File: src/rtl/hdmi_vram_defs.sv
// Shared constants for the HDMI VRAM scheduler: register map,
// CTRL/STATUS bits, bus windows, fill FSM encoding.
package hdmi_vram_defs;

   localparam logic [31:0] WIN_MASK  = 32'h00F0_0000;
   localparam logic [31:0] VRAM_BASE = 32'h0020_0000;
   localparam logic [31:0] REG_BASE  = 32'h0030_0000;

   localparam logic [2:0] REG_X0    = 3'd0;
   localparam logic [2:0] REG_Y0    = 3'd1;
   localparam logic [2:0] REG_W     = 3'd2;
   localparam logic [2:0] REG_H     = 3'd3;
   localparam logic [2:0] REG_COLOR = 3'd4;
   localparam logic [2:0] REG_CTRL  = 3'd5;

   localparam int CTRL_START = 0;
   localparam int CTRL_CLEAR = 1;
   localparam int CTRL_ABORT = 2;

   localparam int STAT_BUSY = 0;
   localparam int STAT_DONE = 1;

   typedef enum logic [1:0] {
      FILL_IDLE = 2'd0,
      FILL_RUN  = 2'd1,
      FILL_DONE = 2'd2
   } fill_state_t;

   // y * stride as a shift-add chain; only used once per fill start
   function automatic logic [15:0] row_base(
      input logic [7:0]  y,
      input logic [15:0] stride
   );
      logic [15:0] acc;
      acc = '0;
      for (int i = 0; i < 8; i++) begin
         if (y[i]) acc = acc + (stride << i);
      end
      return acc;
   endfunction

endpackage

File: src/rtl/hdmi_fill_engine.sv
// Rectangle fill engine: FSM, clipped x/y counters and an
// incremental row-major address generator.
module hdmi_fill_engine
   import hdmi_vram_defs::*;
#(
   parameter int FB_W = 320,
   parameter int FB_H = 180
) (
   input  logic        clk,
   input  logic        rst_n,
   input  logic        start,
   input  logic        abort,
   input  logic        stall,
   input  logic [8:0]  x0,
   input  logic [7:0]  y0,
   input  logic [8:0]  w,
   input  logic [7:0]  h,
   input  logic [7:0]  color,
   output logic        busy,
   output logic        done,
   output logic        done_set,
   output logic        wr_en,
   output logic [15:0] wr_addr,
   output logic [7:0]  wr_data
);

   localparam logic [9:0]  FBW    = 10'(FB_W);
   localparam logic [8:0]  FBH    = 9'(FB_H);
   localparam logic [15:0] STRIDE = 16'(FB_W);

   fill_state_t state, nxt;

   logic [9:0]  x_cnt, ew;
   logic [8:0]  y_cnt, eh;
   logic [15:0] row_q, addr_q;
   logic [7:0]  color_q;

   logic [9:0]  room_x, eff_w;
   logic [8:0]  room_y, eff_h;
   logic        empty, last_x, last_y;
   logic [15:0] first_addr;

   // clip the requested rectangle against the framebuffer edges
   always_comb begin
      room_x = ({1'b0, x0} < FBW) ? FBW - {1'b0, x0} : '0;
      room_y = ({1'b0, y0} < FBH) ? FBH - {1'b0, y0} : '0;
      eff_w  = ({1'b0, w} < room_x) ? {1'b0, w} : room_x;
      eff_h  = ({1'b0, h} < room_y) ? {1'b0, h} : room_y;
      empty  = (eff_w == '0) || (eff_h == '0);
      first_addr = row_base(y0, STRIDE) + 16'(x0);
   end

   assign last_x = (x_cnt == ew - 10'd1);
   assign last_y = (y_cnt == eh - 9'd1);

   always_comb begin
      nxt   = state;
      busy  = 1'b0;
      done  = 1'b0;
      wr_en = 1'b0;
      unique case (state)
         FILL_IDLE: begin
            if (start) nxt = empty ? FILL_DONE : FILL_RUN;
         end
         FILL_RUN: begin
            busy  = 1'b1;
            wr_en = !stall && !abort;
            if (abort)
               nxt = FILL_DONE;
            else if (wr_en && last_x && last_y)
               nxt = FILL_DONE;
         end
         FILL_DONE: begin
            done = 1'b1;
            nxt  = FILL_IDLE;
         end
         default: nxt = FILL_IDLE;
      endcase
   end

   assign done_set = (nxt == FILL_DONE);
   assign wr_addr  = addr_q;
   assign wr_data  = color_q;

   always_ff @(posedge clk) begin
      if (!rst_n) begin
         state   <= FILL_IDLE;
         x_cnt   <= '0;
         y_cnt   <= '0;
         ew      <= '0;
         eh      <= '0;
         row_q   <= '0;
         addr_q  <= '0;
         color_q <= '0;
      end else begin
         state <= nxt;
         if (state == FILL_IDLE && start) begin
            ew      <= eff_w;
            eh      <= eff_h;
            x_cnt   <= '0;
            y_cnt   <= '0;
            row_q   <= first_addr;
            addr_q  <= first_addr;
            color_q <= color;
         end else if (wr_en) begin
            if (last_x) begin
               x_cnt  <= '0;
               y_cnt  <= y_cnt + 9'd1;
               row_q  <= row_q + STRIDE;
               addr_q <= row_q + STRIDE;
            end else begin
               x_cnt  <= x_cnt + 10'd1;
               addr_q <= addr_q + 16'd1;
            end
         end
      end
   end

endmodule

File: src/rtl/hdmi_vram_scheduler.sv
// VRAM port-A scheduler: CPU accesses win, the fill engine
// uses idle cycles. Holds the fill register file.
module hdmi_vram_scheduler
   import hdmi_vram_defs::*;
#(
   parameter int XLEN = 32,
   parameter int FB_W = 320,
   parameter int FB_H = 180
) (
   input  logic            clk,
   input  logic            rst_n,
   input  logic            sel,
   input  logic [XLEN-1:0] addr,
   input  logic [2:0]      we,
   input  logic [XLEN-1:0] qin,
   output logic [XLEN-1:0] qout,
   output logic            vram_en,
   output logic            vram_we,
   output logic [15:0]     vram_addr,
   output logic [7:0]      vram_din,
   input  logic [7:0]      vram_dout,
   output logic            fill_busy,
   output logic            fill_done
);

   logic        vram_hit, reg_hit, reg_wr, reg_rd;
   logic [2:0]  off;
   logic [8:0]  x0_q, w_q;
   logic [7:0]  y0_q, h_q, color_q;
   logic        sticky;
   logic        start, clear, abort;
   logic        done_set, fill_wr;
   logic [15:0] fill_addr;
   logic [7:0]  fill_data;
   logic        rd_vram_q, rd_reg_q;
   logic [XLEN-1:0] rd_val, rd_val_q;

   assign vram_hit = sel && (addr[23:20] == VRAM_BASE[23:20]);
   assign reg_hit  = sel && (addr[23:20] == REG_BASE[23:20]);
   assign off      = addr[4:2];
   assign reg_wr   = reg_hit && (we != 3'b000);
   assign reg_rd   = reg_hit && (we == 3'b000);

   assign start = reg_wr && (off == REG_CTRL) && qin[CTRL_START];
   assign clear = reg_wr && (off == REG_CTRL) && qin[CTRL_CLEAR];
   assign abort = reg_wr && (off == REG_CTRL) && qin[CTRL_ABORT];

   hdmi_fill_engine #(
      .FB_W (FB_W),
      .FB_H (FB_H)
   ) u_fill (
      .clk      (clk),
      .rst_n    (rst_n),
      .start    (start),
      .abort    (abort),
      .stall    (vram_hit),
      .x0       (x0_q),
      .y0       (y0_q),
      .w        (w_q),
      .h        (h_q),
      .color    (color_q),
      .busy     (fill_busy),
      .done     (fill_done),
      .done_set (done_set),
      .wr_en    (fill_wr),
      .wr_addr  (fill_addr),
      .wr_data  (fill_data)
   );

   // CPU owns the port whenever it addresses VRAM
   always_comb begin
      vram_en   = vram_hit || fill_wr;
      vram_we   = vram_hit ? (we == 3'b100) : fill_wr;
      vram_addr = vram_hit ? addr[15:0] : fill_addr;
      vram_din  = vram_hit ? qin[7:0] : fill_data;
   end

   always_ff @(posedge clk) begin
      if (!rst_n) begin
         x0_q    <= '0;
         y0_q    <= '0;
         w_q     <= '0;
         h_q     <= '0;
         color_q <= '0;
      end else if (reg_wr) begin
         case (off)
            REG_X0:    x0_q    <= qin[8:0];
            REG_Y0:    y0_q    <= qin[7:0];
            REG_W:     w_q     <= qin[8:0];
            REG_H:     h_q     <= qin[7:0];
            REG_COLOR: color_q <= qin[7:0];
            default:   ;
         endcase
      end
   end

   // a DONE entry in the same cycle as a clear keeps the flag set
   always_ff @(posedge clk) begin
      if (!rst_n)
         sticky <= 1'b0;
      else if (done_set)
         sticky <= 1'b1;
      else if (clear)
         sticky <= 1'b0;
   end

   always_comb begin
      rd_val = '0;
      case (off)
         REG_X0:    rd_val = XLEN'(x0_q);
         REG_Y0:    rd_val = XLEN'(y0_q);
         REG_W:     rd_val = XLEN'(w_q);
         REG_H:     rd_val = XLEN'(h_q);
         REG_COLOR: rd_val = XLEN'(color_q);
         REG_CTRL:  rd_val = XLEN'({sticky, fill_busy});
         default:   rd_val = '0;
      endcase
   end

   always_ff @(posedge clk) begin
      if (!rst_n) begin
         rd_vram_q <= 1'b0;
         rd_reg_q  <= 1'b0;
         rd_val_q  <= '0;
      end else begin
         rd_vram_q <= vram_hit && (we == 3'b000);
         rd_reg_q  <= reg_rd;
         rd_val_q  <= rd_val;
      end
   end

   assign qout = rd_vram_q ? XLEN'(vram_dout) :
                 rd_reg_q  ? rd_val_q : '0;

endmodule

File: config.mk
export PLATFORM = sky130hd
export DESIGN_NAME = hdmi_vram_scheduler
export DESIGN_NICKNAME = d
export VERILOG_FILES = /design/src/rtl/hdmi_vram_defs.sv /design/src/rtl/hdmi_fill_engine.sv /design/src/rtl/hdmi_vram_scheduler.sv
export SDC_FILE = /design/constraint.sdc
export NUM_CORES = 1
export LEC_CHECK = 0
export CAP_MARGIN = 20
export CELL_PAD_IN_SITES_DETAIL_PLACEMENT = 0
export CELL_PAD_IN_SITES_GLOBAL_PLACEMENT = 1
export CORE_AREA = 2 2 131 184
export DETAILED_ROUTE_END_ITERATION = 6
export DIE_AREA = 0 0 133 186
export PLACE_DENSITY_LB_ADDON = 0.1
export SYNTH_ARGS = -nofsm -noshare
export SYNTH_HDL_FRONTEND = slang
export SYNTH_SLANG_ARGS = --single-unit
File: constraint.sdc
create_clock -name clk -period 5.85 [get_ports clk]
set_input_delay 1.17 -clock clk [delete_from_list [all_inputs] [get_ports clk]]
set_output_delay 1.17 -clock clk [all_outputs]
set_load 0.05 [all_outputs]
==> flow_summary.json <==
{
  "drtAntennaViolNets": 0,
  "drc": 0,
  "post_cts.repair.setup_buffers": 0,
  "clk_pin_slew_ps": 60,
  "viasPerCell": 5.43,
  "synthAdderAreaFrac": 0.0475,
  "synth_compound_area_frac": 0.191,
  "hold_end": "u_fill.wr_data[4]",
  "synthFlopType": "dfxtp_1",
  "placeableCoreArea_um2": 23000,
  "fmax_mhz": 188,
  "clk_latency_ps": 430,
  "synth-simple-area-share": 0.269,
  "whs_path_depth": 2,
  "hp-class": "register to register",
  "ys_ff_latch": 134,
  "h-tree-depth": 4,
  "ctsHoldBuffers": 0,
  "grt_max_degree": 53,
  "rsz0062_at_grt": "no",
  "finalSetupTns_ps": 0,
  "post-dp-hpwl_mm": 20.9,
  "syn_area_um2": 9120,
  "wl_met1_mm": 12.4,
  "portBuffers": 79,
  "yosysTopAreaCellShare": 0.294,
  "final_layout_size_suffix_gt1_frac": 0.0800,
  "power_density_nw_per_um2": 205,
  "finalCritPeriodShare": 0.910,
  "synth_edf_count": 0,
  "synth.avg_cell_area_um2": 7.68,
  "gp_congestion": 0.839,
  "ys_types": 82,
  "dieArea_um2": 24700,
  "clockRootBuffer": "clkbuf_16",
  "die_h_um": 186,
  "worstPathArrival_ps": 5630,
  "outcome": "completed",
  "cts.sinks": 134,
  "hp-start": "u_fill.wr_data[4]",
  "synth_top_family_by_area": "simple AND/OR/NAND/NOR gates",
  "n_antenna_cell": 0,
  "drt_iter0_drc": 470,
  "nets": 1349,
  "reg2reg_to": "u_fill.row_q[15]",
  "crit_path_end_kind": "register",
  "cts_tree": "built",
  "crit_required_ps": 6160,
  "vias": 8443,
  "fill_cells": 2375,
  "ios": 138,
  "synthMuxAreaShare": 0.0548,
  "grt_pass1_vias": 8043,
  "grt_usage": 0.231,
  "routed_wl_mm": 28.2,
  "rows": 66,
  "cts_buffers": 17,
  "initial_core_util": 0.396,
  "top_layer": "met4",
  "reg2reg_slack_ps": 530,
  "place_inst": 1524,
  "grt_antenna_before_repair": 0,
  "grt_pass1_wl_mm": 44.5,
  "wire_per_inst_um": 18.1,
  "overflow": 0,
  "cts_resized": 0,
  "route.met2.wl_mm": 14.2,
  "worst-slew-pin-transition_ps": 1000,
  "r2r_cells": 24,
  "synth_warnings": 0,
  "crit_type": "register to register",
  "fin_cells": 1556,
  "dr_wl_met3_um": 958,
  "synth_xor_area_frac": 0.0745,
  "clk_path_buf_depth": 2,
  "reg2reg_from": "y0_q[0]",
  "die_width_um": 133,
  "synthCells": 1187,
  "slew_viol_final": 0,
  "setup-violations-final": 0,
  "fin_crit_ps": 5320,
  "synth_seq_area_share": 0.294,
  "hold_viol_final": 0,
  "p_leak_nw": 4.19,
  "ir_drop_v": 0.000195,
  "area_growth_syn_to_layout_pct": 17.5,
  "cap_violations": 0,
  "finClkSkew_ps": 10.1,
  "cp_max_fo": 4,
  "drt_pass1_iterations": 5,
  "start_kind": "register",
  "synth_area_leader_cell": "dfxtp_1",
  "synthTopCellsByArea": "dfxtp_1, nand2_1, xnor2_1, mux2i_1, ha_1",
  "relSlewSlack": 0.330,
  "ys_async_sr_fraction": 0,
  "yosysMostFrequentCell": "nand2_1",
  "synth_commonest_cells": "nand2_1, dfxtp_1, nor2_1, a21oi_1, nand3_1"
}
-- kinds of logic (layout without fill, tap and decap cells) --
kind of cell	Yosys count	after routing
other	1	23
AOI/OAI and AO/OA	254	254
DFF	134	134
adders and majority gates	34	34
xor gates and xnor gates	76	76
muxes	48	48
and+or+nand+nor	508	508
buffers and inverters	132	173
-- flip-flops by register name, indices dropped and copies added, names as in the netlist, 2 cells and up --
name            flops
u_fill.row_q       16
u_fill.state        2
u_fill.wr_addr     16
color_q             8
y0_q                8
u_fill.eh           9
x0_q                9
u_fill.y_cnt        9
u_fill.ew          10
rd_val_q            9
u_fill.x_cnt       10
h_q                 8
u_fill.wr_data      8
w_q                 9
-- worst max path at each step --
stage,to,from,slack [ps]
global placement,u_fill.row_q[15],y0_q[1],450
floorplan,u_fill.row_q[15],y0_q[0],560
global route,u_fill.row_q[15],y0_q[1],150
CTS,u_fill.row_q[15],y0_q[1],340
detailed placement,u_fill.row_q[15],y0_q[1],360
finish,u_fill.row_q[15],y0_q[0],530
-- routing by layer --
layer  GRT usage  vias to the layer above
li1            -                     4253
met1       0.276                     3963
met2       0.417                      191
met3      0.0354                       36
met4      0.0839                        0
met5           0                        -
-- area by class of cell --
type | count | area [µm²] | area share
repair buffers | 104 | 966 | 0.0902
clock buffers | 19 | 453 | 0.0423
flip-flops and latches | 134 | 2680 | 0.250
clock inverters | 13 | 170 | 0.0159
inverters | 37 | 139 | 0.0130
multi-input cells | 943 | 5920 | 0.552
well taps | 306 | 383 | 0.0357
-- critical path, cell delays in order (launching register included) --
cell and delay, ps:
dfxtp_1 330, inv_1 90, ha_1 330, mux2_2 300, ha_1 180, inv_1 50
ha_1 230, nand2b_1 170, nand2_1 90, ha_1 240, nor2b_1 170, a31o_2 160
inv_1 40, ha_1 260, mux2i_1 250, inv_1 80, ha_1 270, and2_1 160
a211oi_2 300, inv_1 140, ha_1 310, or3b_1 400, mux2_2 300, nor4_1 280
nor3_1 80
-- through the flow --
step | utilization | total power [mW] | setup slack [ps] | hold slack [ps] | cell area, µm²
global route | 0.465 | 2.27 | 152 | 474 | 10700
global placement | 0.438 | 1.08 | 446 | 442 | 10100
detailed placement | 0.438 | 1.08 | 359 | 446 | 10100
CTS | 0.465 | 2.22 | 343 | 455 | 10700
finish | 0.465 | 2.20 | 526 | 455 | 10700
floorplan | - | 1.03 | 565 | 432 | 9200
-- cells in the final DEF, fill, tap and decap left out, drive strengths merged, types with 5 or more instances in the layout --
cell	count
a31oi	10
a21boi	19
and2	11
mux2i	42
o21a	5
mux2	5
nand2	203
ha	33
o21ai	47
o31ai	6
xnor2	51
or3	7
nor4	17
nand4	16
conb	23
and3	17
a22o	8
inv	41
or2	10
o211a	15
dfxtp	134
a21o	6
nor2	84
nor3b	6
a21oi	70
clkbuf	19
nand2b	13
xor2	24
o211ai	14
nor2b	22
a2111oi	5
buf	29
nand3	61
nor3	19
a211o	7
clkdlybuf4s50	75
-- report_power, final --
part           total, mW  switching (mW)  internal (mW)
registers          0.916         0.00194          0.914
logic              0.143          0.0971         0.0456
clock network       1.14           0.441          0.699
(Power assumes the default switching activity.)
